### src/rtl/rand_pkg.sv
//------------------------------------------------------------------------------
// Module   : rand_pkg
// Desc     : Shared types, defaults and LFSR step function for rand_arbiter.
// Revision : 1.0 - initial release
//------------------------------------------------------------------------------
`default_nettype none

package rand_pkg;

   typedef enum logic [1:0] {
      IDLE  = 2'd0,
      STEP  = 2'd1,
      GRANT = 2'd2
   } state_t;

   localparam int         WIDTH_DEFAULT = 8;
   localparam logic [7:0] SEED_DEFAULT  = 8'h01;
   localparam logic [7:0] TAPS_DEFAULT  = 8'hA0;

   // Callers zero-extend to 32 bits and truncate the result back to their width,
   // so bits above the real width never feed back.
   function automatic logic [31:0] next_lfsr(input logic [31:0] value,
                                             input logic [31:0] taps);
      return {value[30:0], ^(value & taps)};
   endfunction

endpackage

`default_nettype wire

### src/rtl/lfsr_core.sv
//------------------------------------------------------------------------------
// Module   : lfsr_core
// Desc     : Fibonacci-style LFSR with seed load and zero-seed substitution.
// Revision : 1.0 - initial release
//------------------------------------------------------------------------------
`default_nettype none

module lfsr_core
   import rand_pkg::*;
#(
   parameter int               WIDTH = WIDTH_DEFAULT,
   parameter logic [WIDTH-1:0] SEED  = WIDTH'(SEED_DEFAULT),
   parameter logic [WIDTH-1:0] TAPS  = WIDTH'(TAPS_DEFAULT)
) (
   input  logic             clk,
   input  logic             rst,
   input  logic             en,
   input  logic             load,
   input  logic [WIDTH-1:0] load_val,
   output logic [WIDTH-1:0] q
);

   logic [WIDTH-1:0] r_q;
   logic [WIDTH-1:0] w_next;

   assign w_next = WIDTH'(next_lfsr(32'(r_q), 32'(TAPS)));

   // A zero seed would lock the register at zero forever.
   always_ff @(posedge clk or posedge rst) begin
      if (rst) begin
         r_q <= SEED;
      end else if (load) begin
         r_q <= (load_val == '0) ? SEED : load_val;
      end else if (en) begin
         r_q <= w_next;
      end
   end

   assign q = r_q;

endmodule

`default_nettype wire

### src/rtl/rand_arbiter.sv
//------------------------------------------------------------------------------
// Module   : rand_arbiter
// Desc     : Round-robin arbiter sharing one LFSR among N_REQ requesters.
//            Define RAND_FREE_RUN_EN to let the LFSR also advance while idle.
// Revision : 1.0 - initial release
//------------------------------------------------------------------------------
`default_nettype none

module rand_arbiter
   import rand_pkg::*;
#(
   parameter int               N_REQ = 4,
   parameter int               WIDTH = WIDTH_DEFAULT,
   parameter logic [WIDTH-1:0] SEED  = WIDTH'(SEED_DEFAULT),
   parameter logic [WIDTH-1:0] TAPS  = WIDTH'(TAPS_DEFAULT)
) (
   input  logic             clk,
   input  logic             rst,
   input  logic [N_REQ-1:0] req,
   output logic [N_REQ-1:0] gnt,
   output logic [WIDTH-1:0] rand_data,
   output logic             rand_valid,
   input  logic             seed_load,
   input  logic [WIDTH-1:0] seed_in,
   output logic             busy
);

   localparam int               c_idx_w = (N_REQ > 1) ? $clog2(N_REQ) : 1;
   localparam logic [c_idx_w:0] c_n_req = (c_idx_w + 1)'(N_REQ);

   state_t               r_state;
   logic [c_idx_w-1:0]   r_winner;
   logic [c_idx_w-1:0]   r_rr;

   logic [WIDTH-1:0]     w_lfsr;
   logic [WIDTH-1:0]     w_lfsr_step;
   logic                 w_lfsr_en;
   logic                 w_lfsr_load;
   logic [2*N_REQ-1:0]   w_req2;
   logic [N_REQ-1:0]     w_rot;
   logic                 w_found;
   logic [c_idx_w-1:0]   w_offset;
   logic [c_idx_w:0]     w_sum;
   logic [c_idx_w-1:0]   w_winner;
   logic [c_idx_w-1:0]   w_rr_next;
   logic [N_REQ-1:0]     w_gnt_onehot;

   // Rotate requests so the round-robin pointer lands on bit 0, then take the lowest set bit.
   assign w_req2 = {req, req};
   assign w_rot  = N_REQ'(w_req2 >> r_rr);

   always_comb begin
      w_found  = 1'b0;
      w_offset = '0;
      for (int i = N_REQ - 1; i >= 0; i--) begin
         if (w_rot[i]) begin
            w_found  = 1'b1;
            w_offset = c_idx_w'(i);
         end
      end
   end

   assign w_sum        = {1'b0, r_rr} + {1'b0, w_offset};
   assign w_winner     = (w_sum >= c_n_req) ? c_idx_w'(w_sum - c_n_req) : c_idx_w'(w_sum);
   assign w_rr_next    = (r_winner == c_idx_w'(N_REQ - 1)) ? '0 : r_winner + c_idx_w'(1);
   assign w_gnt_onehot = N_REQ'(1) << r_winner;

   assign w_lfsr_load = (r_state == IDLE) && seed_load;
`ifdef RAND_FREE_RUN_EN
   assign w_lfsr_en   = (r_state == STEP) || ((r_state == IDLE) && !seed_load);
`else
   assign w_lfsr_en   = (r_state == STEP);
`endif

   // The value the LFSR takes at the end of STEP, registered alongside the grant.
   assign w_lfsr_step = WIDTH'(next_lfsr(32'(w_lfsr), 32'(TAPS)));

   lfsr_core #(
      .WIDTH (WIDTH),
      .SEED  (SEED),
      .TAPS  (TAPS)
   ) u_lfsr (
      .clk      (clk),
      .rst      (rst),
      .en       (w_lfsr_en),
      .load     (w_lfsr_load),
      .load_val (seed_in),
      .q        (w_lfsr)
   );

   always_ff @(posedge clk or posedge rst) begin
      if (rst) begin
         r_state    <= IDLE;
         r_winner   <= '0;
         r_rr       <= '0;
         gnt        <= '0;
         rand_valid <= 1'b0;
         rand_data  <= '0;
         busy       <= 1'b0;
      end else begin
         case (r_state)
            IDLE: begin
               if (!seed_load && w_found) begin
                  r_winner <= w_winner;
                  busy     <= 1'b1;
                  r_state  <= STEP;
               end
            end
            STEP: begin
               gnt        <= w_gnt_onehot;
               rand_valid <= 1'b1;
               rand_data  <= w_lfsr_step;
               r_state    <= GRANT;
            end
            GRANT: begin
               gnt        <= '0;
               rand_valid <= 1'b0;
               busy       <= 1'b0;
               r_rr       <= w_rr_next;
               r_state    <= IDLE;
            end
            default: begin
               gnt        <= '0;
               rand_valid <= 1'b0;
               busy       <= 1'b0;
               r_state    <= IDLE;
            end
         endcase
      end
   end

endmodule

`default_nettype wire

### config.mk
export PLATFORM = sky130hd
export DESIGN_NAME = rand_arbiter
export DESIGN_NICKNAME = d
export VERILOG_FILES = /design/src/rtl/rand_pkg.sv /design/src/rtl/lfsr_core.sv /design/src/rtl/rand_arbiter.sv
export SDC_FILE = /design/constraint.sdc
export NUM_CORES = 1
export LEC_CHECK = 0
export BUFFER_PORTS_ARGS = -buffer_cell sky130_fd_sc_hd__buf_2
export CAP_MARGIN = 20
export CORE_MARGIN = 5
export CORE_UTILIZATION = 57
export DETAILED_ROUTE_END_ITERATION = 8
export GPL_ROUTABILITY_DRIVEN = 0
export PLACE_DENSITY = 0.87
export SYNTH_ARGS = -nofsm -noshare
export SYNTH_HDL_FRONTEND = slang
export SYNTH_HIERARCHICAL = 1
export SYNTH_SLANG_ARGS = --single-unit
### constraint.sdc
create_clock -name clk -period 4 [get_ports clk]
set_input_delay 0.4 -clock clk [delete_from_list [all_inputs] [get_ports clk]]
set_output_delay 0.4 -clock clk [all_outputs]
set_load 0.1 [all_outputs]
==> results of run 1 <==
-- sequential cells by signal (all words and copies together) (netlist names) --
name,flops
gnt,4
r_rr,2
busy,1
r_winner,2
u_lfsr/q,8
rand_data,8
r_state,2
rand_valid,1
-- stage by stage --
step	worst slack (ps)	utilization	instances
6_report	2173	0.6693	189
5_1_grt	2075	0.6693	189
4_1_cts	2181	0.6693	189
3_5_place_dp	2124	0.6475	185
3_3_place_gp	2226	0.6475	185
2_1_floorplan	2353	-	131
-- final timing paths --
path / from / endpoint / slack, ps
setup / recovery: r_rr[1] / r_winner[1] / 2170
hold / removal: rst / u_lfsr/q[1] / 10
setup reg to reg: r_rr[1] / r_winner[1] / 2170
hold reg to reg: rand_valid / rand_valid / 510
max in group asynchronous: rst / rand_data[5] / 3320
min in group clk: seed_in[7] / u_lfsr/q[7] / 290
-- kinds of logic (layout without fill, tap and decap cells) --
group | count (synthesis) | count (layout)
muxes | 19 | 19
AOI/OAI and AO/OA | 24 | 24
DFF | 28 | 28
adders and majority gates | 5 | 5
and+or+nand+nor | 38 | 38
xor gates and xnor gates | 3 | 3
buffers and inverters | 14 | 42
-- cells in the final DEF (no fill, tap or decap), types with 2 or more instances in the layout --
cell type | synthesis | final
mux2i_1 | 11 | 11
clkbuf_4 | 0 | 3
o21ai_1 | 3 | 3
inv_1 | 7 | 7
nor2b_1 | 3 | 3
ha_1 | 5 | 5
dfrtp_1 | 27 | 27
nand2b_1 | 2 | 2
o21ai_0 | 7 | 7
a21oi_1 | 5 | 5
buf_4 | 0 | 2
buf_2 | 3 | 28
xnor2_1 | 2 | 2
nor3_1 | 4 | 4
or4_4 | 2 | 2
nand2_1 | 12 | 12
mux2_2 | 8 | 8
nor2_1 | 13 | 13
-- layout make-up --
cell class / instances / area share
inverter: 8 / 0.01862
timing repair buffer: 30 / 0.09620
clock buffer: 3 / 0.01396
multi-input combinational: 89 / 0.3941
clock inverter: 1 / 0.01862
tap: 30 / 0.02327
sequential: 28 / 0.4352
-- worst reg2reg max path, cell delays in order (launching register included) --
cell	delay, ps
dfrtp_1	510
nand2_1	80
a2bb2oi_1	190
nor2_1	60
a21oi_1	120
a21oi_1	90
ha_1	210
xor2_1	160
o21a_2	140
o31ai_2	200
-- per-layer routing --
layer	vias to the layer above	global-route usage
met5	-	0
met4	0	0.07278
met3	4	0.02179
met2	27	0.2980
met1	516	0.2064
li1	504	-
==> results.cfg, run 1 <==
[status]
status = finished clean

[synthesis]
synth_area_sq_mm = 0.001401
synthMuxAreaShare = 0.1429
synth_edf_count = 0
synth.most_common_cell = dfrtp_1
async_flop_share = 1.000
synthesis.nets = 151
synth_cells = 131
synth_top_cell_area_share = 0.4821
synth.distinct_cells = 32
synth_top_family_by_area = multiplexers
ys.flop_type = dfrtp_1
synthXorXnorAreaFrac = 0.01875
yosys-top-cells-count = dfrtp_1, nor2_1, nand2_1, mux2i_1, mux2_2
synthSimpleGateAreaFrac = 0.1339
synth_compound_area_frac = 0.1134
synthAdderAreaFrac = 0.04464
yosysTopAreaCell = dfrtp_1
avgSynthCellArea_sq_um = 10.70
synth_seq_cells = 28
yosys_warnings = 6
ys_top_cells_by_area = dfrtp_1, mux2i_1, mux2_2
ys_seq_area_frac = 0.5009

[drt]
wl_met2_um = 1393
wl_met3_um = 128
drc = 0
routedWlPerCell_um = 14.02
wl_met1_um = 1092
highest_layer = met4
drtAntennaViolNets = 0
vias = 1051
finalWirelength_um = 2649
first_pass_iters = 4
viasPerCell = 5.561
drt_iter0_markers = 51

[worst_setup_path]
worstSetupEndpointType = flip-flop
r2r_cells = 9
cp_top_family = compound AO/OA/AOI/OAI gates
cp.depth = 9
cp_max_fo = 8
cpMostUsedCell = a21oi_1
slowest_delay_ps = 510
crit_chain = nand2_1 -> a2bb2oi_1 -> nor2_1 -> a21oi_1 -> a21oi_1 -> ha_1 -> xor2_1 -> o21a_2 -> o31ai_2
cp_data_arrival_time_ps = 2080
start_kind = flip-flop
cp_slowest_cell = dfrtp_1
critPathRequiredTime_ps = 4250
cp_num_buf_inv = 0
path_class = flip-flop to flip-flop

[clock_tree]
path_clk_slew_ps = 150
cts_buffer_depth = 2
cts_root_buffer = clkbuf_4
cts.sinks = 28
holdBufCountCts = 0
htree_levels = 1
cts-buffers-inserted = 3
cts_resized = 0
clkLatencyLatePin_ps = 320
cts_tree = done
cts_setup_buffers = 0

[sta]
max_freq_ghz = 0.5474
fin_hold_ws_ps = 10.03
drv_slew = 0
max-slew-margin-rel = 0.4888
fin_skew_ps = 3.873
finalSetupViolCount = 0
tightest_slew_ps = 765.9
finalSetupTns_ps = 0
rsz0062_at_grt = no
timing.final.crit_period_ps = 1827
fin_crit_sh = 0.4567
hold_viol_final = 0

[die]
io_pins = 29
coreArea_sq_mm = 0.002410
core.rowCount = 18
die_h_um = 59.59
die_width_um = 59.59
start_util = 0.5815
dieArea_sq_mm = 0.003550

[placed_design]
io_buffer_count = 28
placed_area_sq_mm = 0.001560
dp_hpwl_um = 2025

[final_layout]
design_area_sq_mm = 0.001613
multi_input_area_sq_um = 635.6
regArea_sq_um = 701.9
fin_nets = 180
fillers = 188
drive_above_1_share = 0.3082
area_growth_pct = 15.09
n_antenna_cell = 0

[grt]
grt_pass1_wl_um = 4505
overflow = 0
grt_pass1_vias = 1033
track_usage = 0.1694
grt_antenna_before_repair = 0
grt_max_degree = 21

[flow_run]
max-cap-violations = 0

[hold_path]
hold_class = input pin to async pin
Power of run 1 is not shown: default switching activity piles up to over one toggle a cycle in this logic, so the estimate is an artifact.
==> run 2: changes to the inputs <==
--- a/config.mk
+++ b/config.mk
@@ -5,13 +5,14 @@
 export SDC_FILE = /design/constraint.sdc
 export NUM_CORES = 1
 export LEC_CHECK = 0
+export ABC_AREA = 1
 export BUFFER_PORTS_ARGS = -buffer_cell sky130_fd_sc_hd__buf_2
 export CAP_MARGIN = 20
 export CORE_MARGIN = 5
-export CORE_UTILIZATION = 57
+export CORE_UTILIZATION = 53
 export DETAILED_ROUTE_END_ITERATION = 8
 export GPL_ROUTABILITY_DRIVEN = 0
-export PLACE_DENSITY = 0.87
+export PLACE_DENSITY = 0.82
 export SYNTH_ARGS = -nofsm -noshare
 export SYNTH_HDL_FRONTEND = slang
 export SYNTH_HIERARCHICAL = 1
==> constraint.sdc (replaced) <==
create_clock -name clk -period 1.9 [get_ports clk]
set_input_delay 0.19 -clock clk [delete_from_list [all_inputs] [get_ports clk]]
set_output_delay 0.19 -clock clk [all_outputs]
set_load 0.1 [all_outputs]
==> run 2 against run 1 <==
Non-clock buffer count up 2. Wire length up 22%. Die area up 7.1%. Utilization up 0.29 points. Critical path type unchanged.
==> results.cfg, run 2 <==
[status]
status = finished clean

[synthesis]
synth_top_cell_area_share = 0.4775
synth_top_family_by_area = simple AND/OR/NAND/NOR gates
ys_seq_area_frac = 0.4960
yosysTopAreaCell = dfrtp_1
avgSynthCellArea_sq_um = 8.324
synth.distinct_cells = 26
synth_cells = 170
synth_edf_count = 0
synth_seq_cells = 28
synth_compound_area_frac = 0.1220
yosys_warnings = 6
synthAdderAreaFrac = 0.04421
synthesis.nets = 190
ys.flop_type = dfrtp_1
yosys-top-cells-count = nand2_1, dfrtp_1, inv_1, a21oi_1, nor2_1
synthMuxAreaShare = 0
synth_area_sq_mm = 0.001415
async_flop_share = 1.000
ys_top_cells_by_area = dfrtp_1, nand2_1, ha_1
synthSimpleGateAreaFrac = 0.2555
synth.most_common_cell = nand2_1
synthXorXnorAreaFrac = 0.01238

[clock_tree]
path_clk_slew_ps = 150
htree_levels = 1
clkLatencyLatePin_ps = 340
cts_buffer_depth = 2
cts_root_buffer = clkbuf_4
cts_setup_buffers = 0
cts.sinks = 28
cts-buffers-inserted = 3
cts_tree = done

[worst_setup_path]
cp_max_fo = 7
cpMostUsedCell = nand2_1
cp_num_buf_inv = 1
path_class = flip-flop to flip-flop
worstSetupEndpointType = flip-flop
slowest_delay_ps = 480
critPathRequiredTime_ps = 2180
crit_chain = inv_2 -> nand2_1 -> nand3_1 -> nand3_2 -> a21boi_2 -> ha_2 -> xnor2_2 -> nand3b_1 -> nand2_1 -> o21ai_1
cp_slowest_cell = dfrtp_2
cp_top_family = simple AND/OR/NAND/NOR gates
start_kind = flip-flop
cp_data_arrival_time_ps = 2060

[die]
coreArea_sq_mm = 0.002522
core.rowCount = 18
io_pins = 29
die_width_um = 61.67
dieArea_sq_mm = 0.003803
die_h_um = 61.67
start_util = 0.5610

[final_layout]
area_growth_pct = 19.81
final_common_cell = nand2_1
n_antenna_cell = 0
fin_nets = 225
design_area_sq_mm = 0.001695
drive_above_1_share = 0.2990
layout_common_cells = nand2_1, buf_2, dfrtp_1, inv_1, a21oi_1

[sta]
fin_skew_ps = 4.795
drv_slew = 0
finalSetupTns_ps = 0
max_freq_ghz = 0.5617
max-slew-margin-rel = 0.5090
fin_crit_sh = 0.9370
hold_viol_final = 0
finalSetupViolCount = 0
timing.final.crit_period_ps = 1780
tightest_slew_ps = 735.7
setup_ws_ps = 119.8

[drt]
drt_iter0_markers = 84
first_pass_iters = 4
routedWlPerCell_um = 13.82
viasPerCell = 5.303
vias = 1241
drc = 0
finalWirelength_um = 3235
drtAntennaViolNets = 0

[grt]
grt_pass1_wl_um = 5554
grt_pass1_vias = 1268
grt_max_degree = 21
overflow = 0
grt_antenna_before_repair = 0
track_usage = 0.1977

[placed_design]
io_buffer_count = 28
dp_hpwl_um = 2443
placed_area_sq_mm = 0.001603
pre_cts_ws_ps = 36.48

[flow_run]
max-cap-violations = 0

[hold_path]
hold_class = input pin to flip-flop
[run 2: changes by cell type in the layout (fill, tap and decap cells not counted), moves of 3 or more]
cell / before / now
mux2_2: 8 / 0
mux2i_1: 11 / 0
a22o_1: 0 / 4
nand2_2: 0 / 6
nor2_1: 13 / 10
nand3_1: 0 / 7
o22ai_1: 0 / 4
nor3_1: 4 / 1
inv_1: 7 / 14
a21oi_1: 5 / 11
nor2b_1: 3 / 0
inv_2: 0 / 9
nand2_1: 12 / 50
[run 2: area by class of cell]
class	instances	area (sq um)
clock buffer	3	22.52
clock inverter	1	30.03
fill	215	827.0
inverter	23	86.33
multi-input combinational	117	643.1
sequential	28	703.2
tap	30	37.54
timing repair buffer	32	172.7
[run 2: through the flow]
| stage | hold slack, ps | utilization | instances |
|---|---|---|---|
| 2_1_floorplan | 4.942 | - | 170 |
| 3_3_place_gp | 159.0 | 0.6354 | 229 |
| 3_5_place_dp | 160.3 | 0.6354 | 229 |
| 4_1_cts | 123.9 | 0.6602 | 234 |
| 5_1_grt | 147.1 | 0.6721 | 234 |
| 6_report | 131.2 | 0.6721 | 234 |
[run 2: metal layers]
layer  track usage  up-vias  routed length (um)
met4       0.09091        0                 112
met3       0.03145       14                 211
li1              -      611                   -
met5             0        -                   0
met1        0.2250      565                1238
met2        0.3587       51                1672
[run 2: repair_timing]
action | CTS | global route
resized for setup | 0 | 9
hold buffers | 1 | 0
endpoints found under the hold margin | 27 | 0
endpoints found under the setup margin | 0 | 1
[run 2: path summary, 6_finish.rpt]
| path | from | endpoint | slack, ps | cells past startpoint |
|---|---|---|---|---|
| worst max-delay path | r_rr[0] | r_winner[1] | 120 | 10 |
| worst min-delay path | seed_in[2] | u_lfsr/q[2] | 130 | 3 |
| worst max register to register | r_rr[0] | r_winner[1] | 120 | 10 |
| worst min register to register | u_lfsr/q[0] | u_lfsr/q[0] | 490 | 2 |
| max in group asynchronous | rst | r_rr[0] | 870 | 3 |
| min in group asynchronous | rst | u_lfsr/q[4] | 340 | 3 |
[run 2: worst reg2reg max path, cell delays in order (launching register included)]
cell,delay (ps)
dfrtp_2,480
inv_2,110
nand2_1,90
nand3_1,130
nand3_2,100
a21boi_2,180
ha_2,220
xnor2_2,120
nand3b_1,130
nand2_1,60
o21ai_1,100
[run 2: kinds of logic (layout without fill, tap and decap cells)]
kind of cell             count (synthesis)  after routing
AND/OR/NAND/NOR                         81             81
flip-flops                              28             28
adder cells (fa/ha/maj)                  5              5
XOR/XNOR                                 2              2
buffers and inverters                   25             59
AO/OA/AOI/OAI                           29             29
Power of run 2 is left out for the same reason.
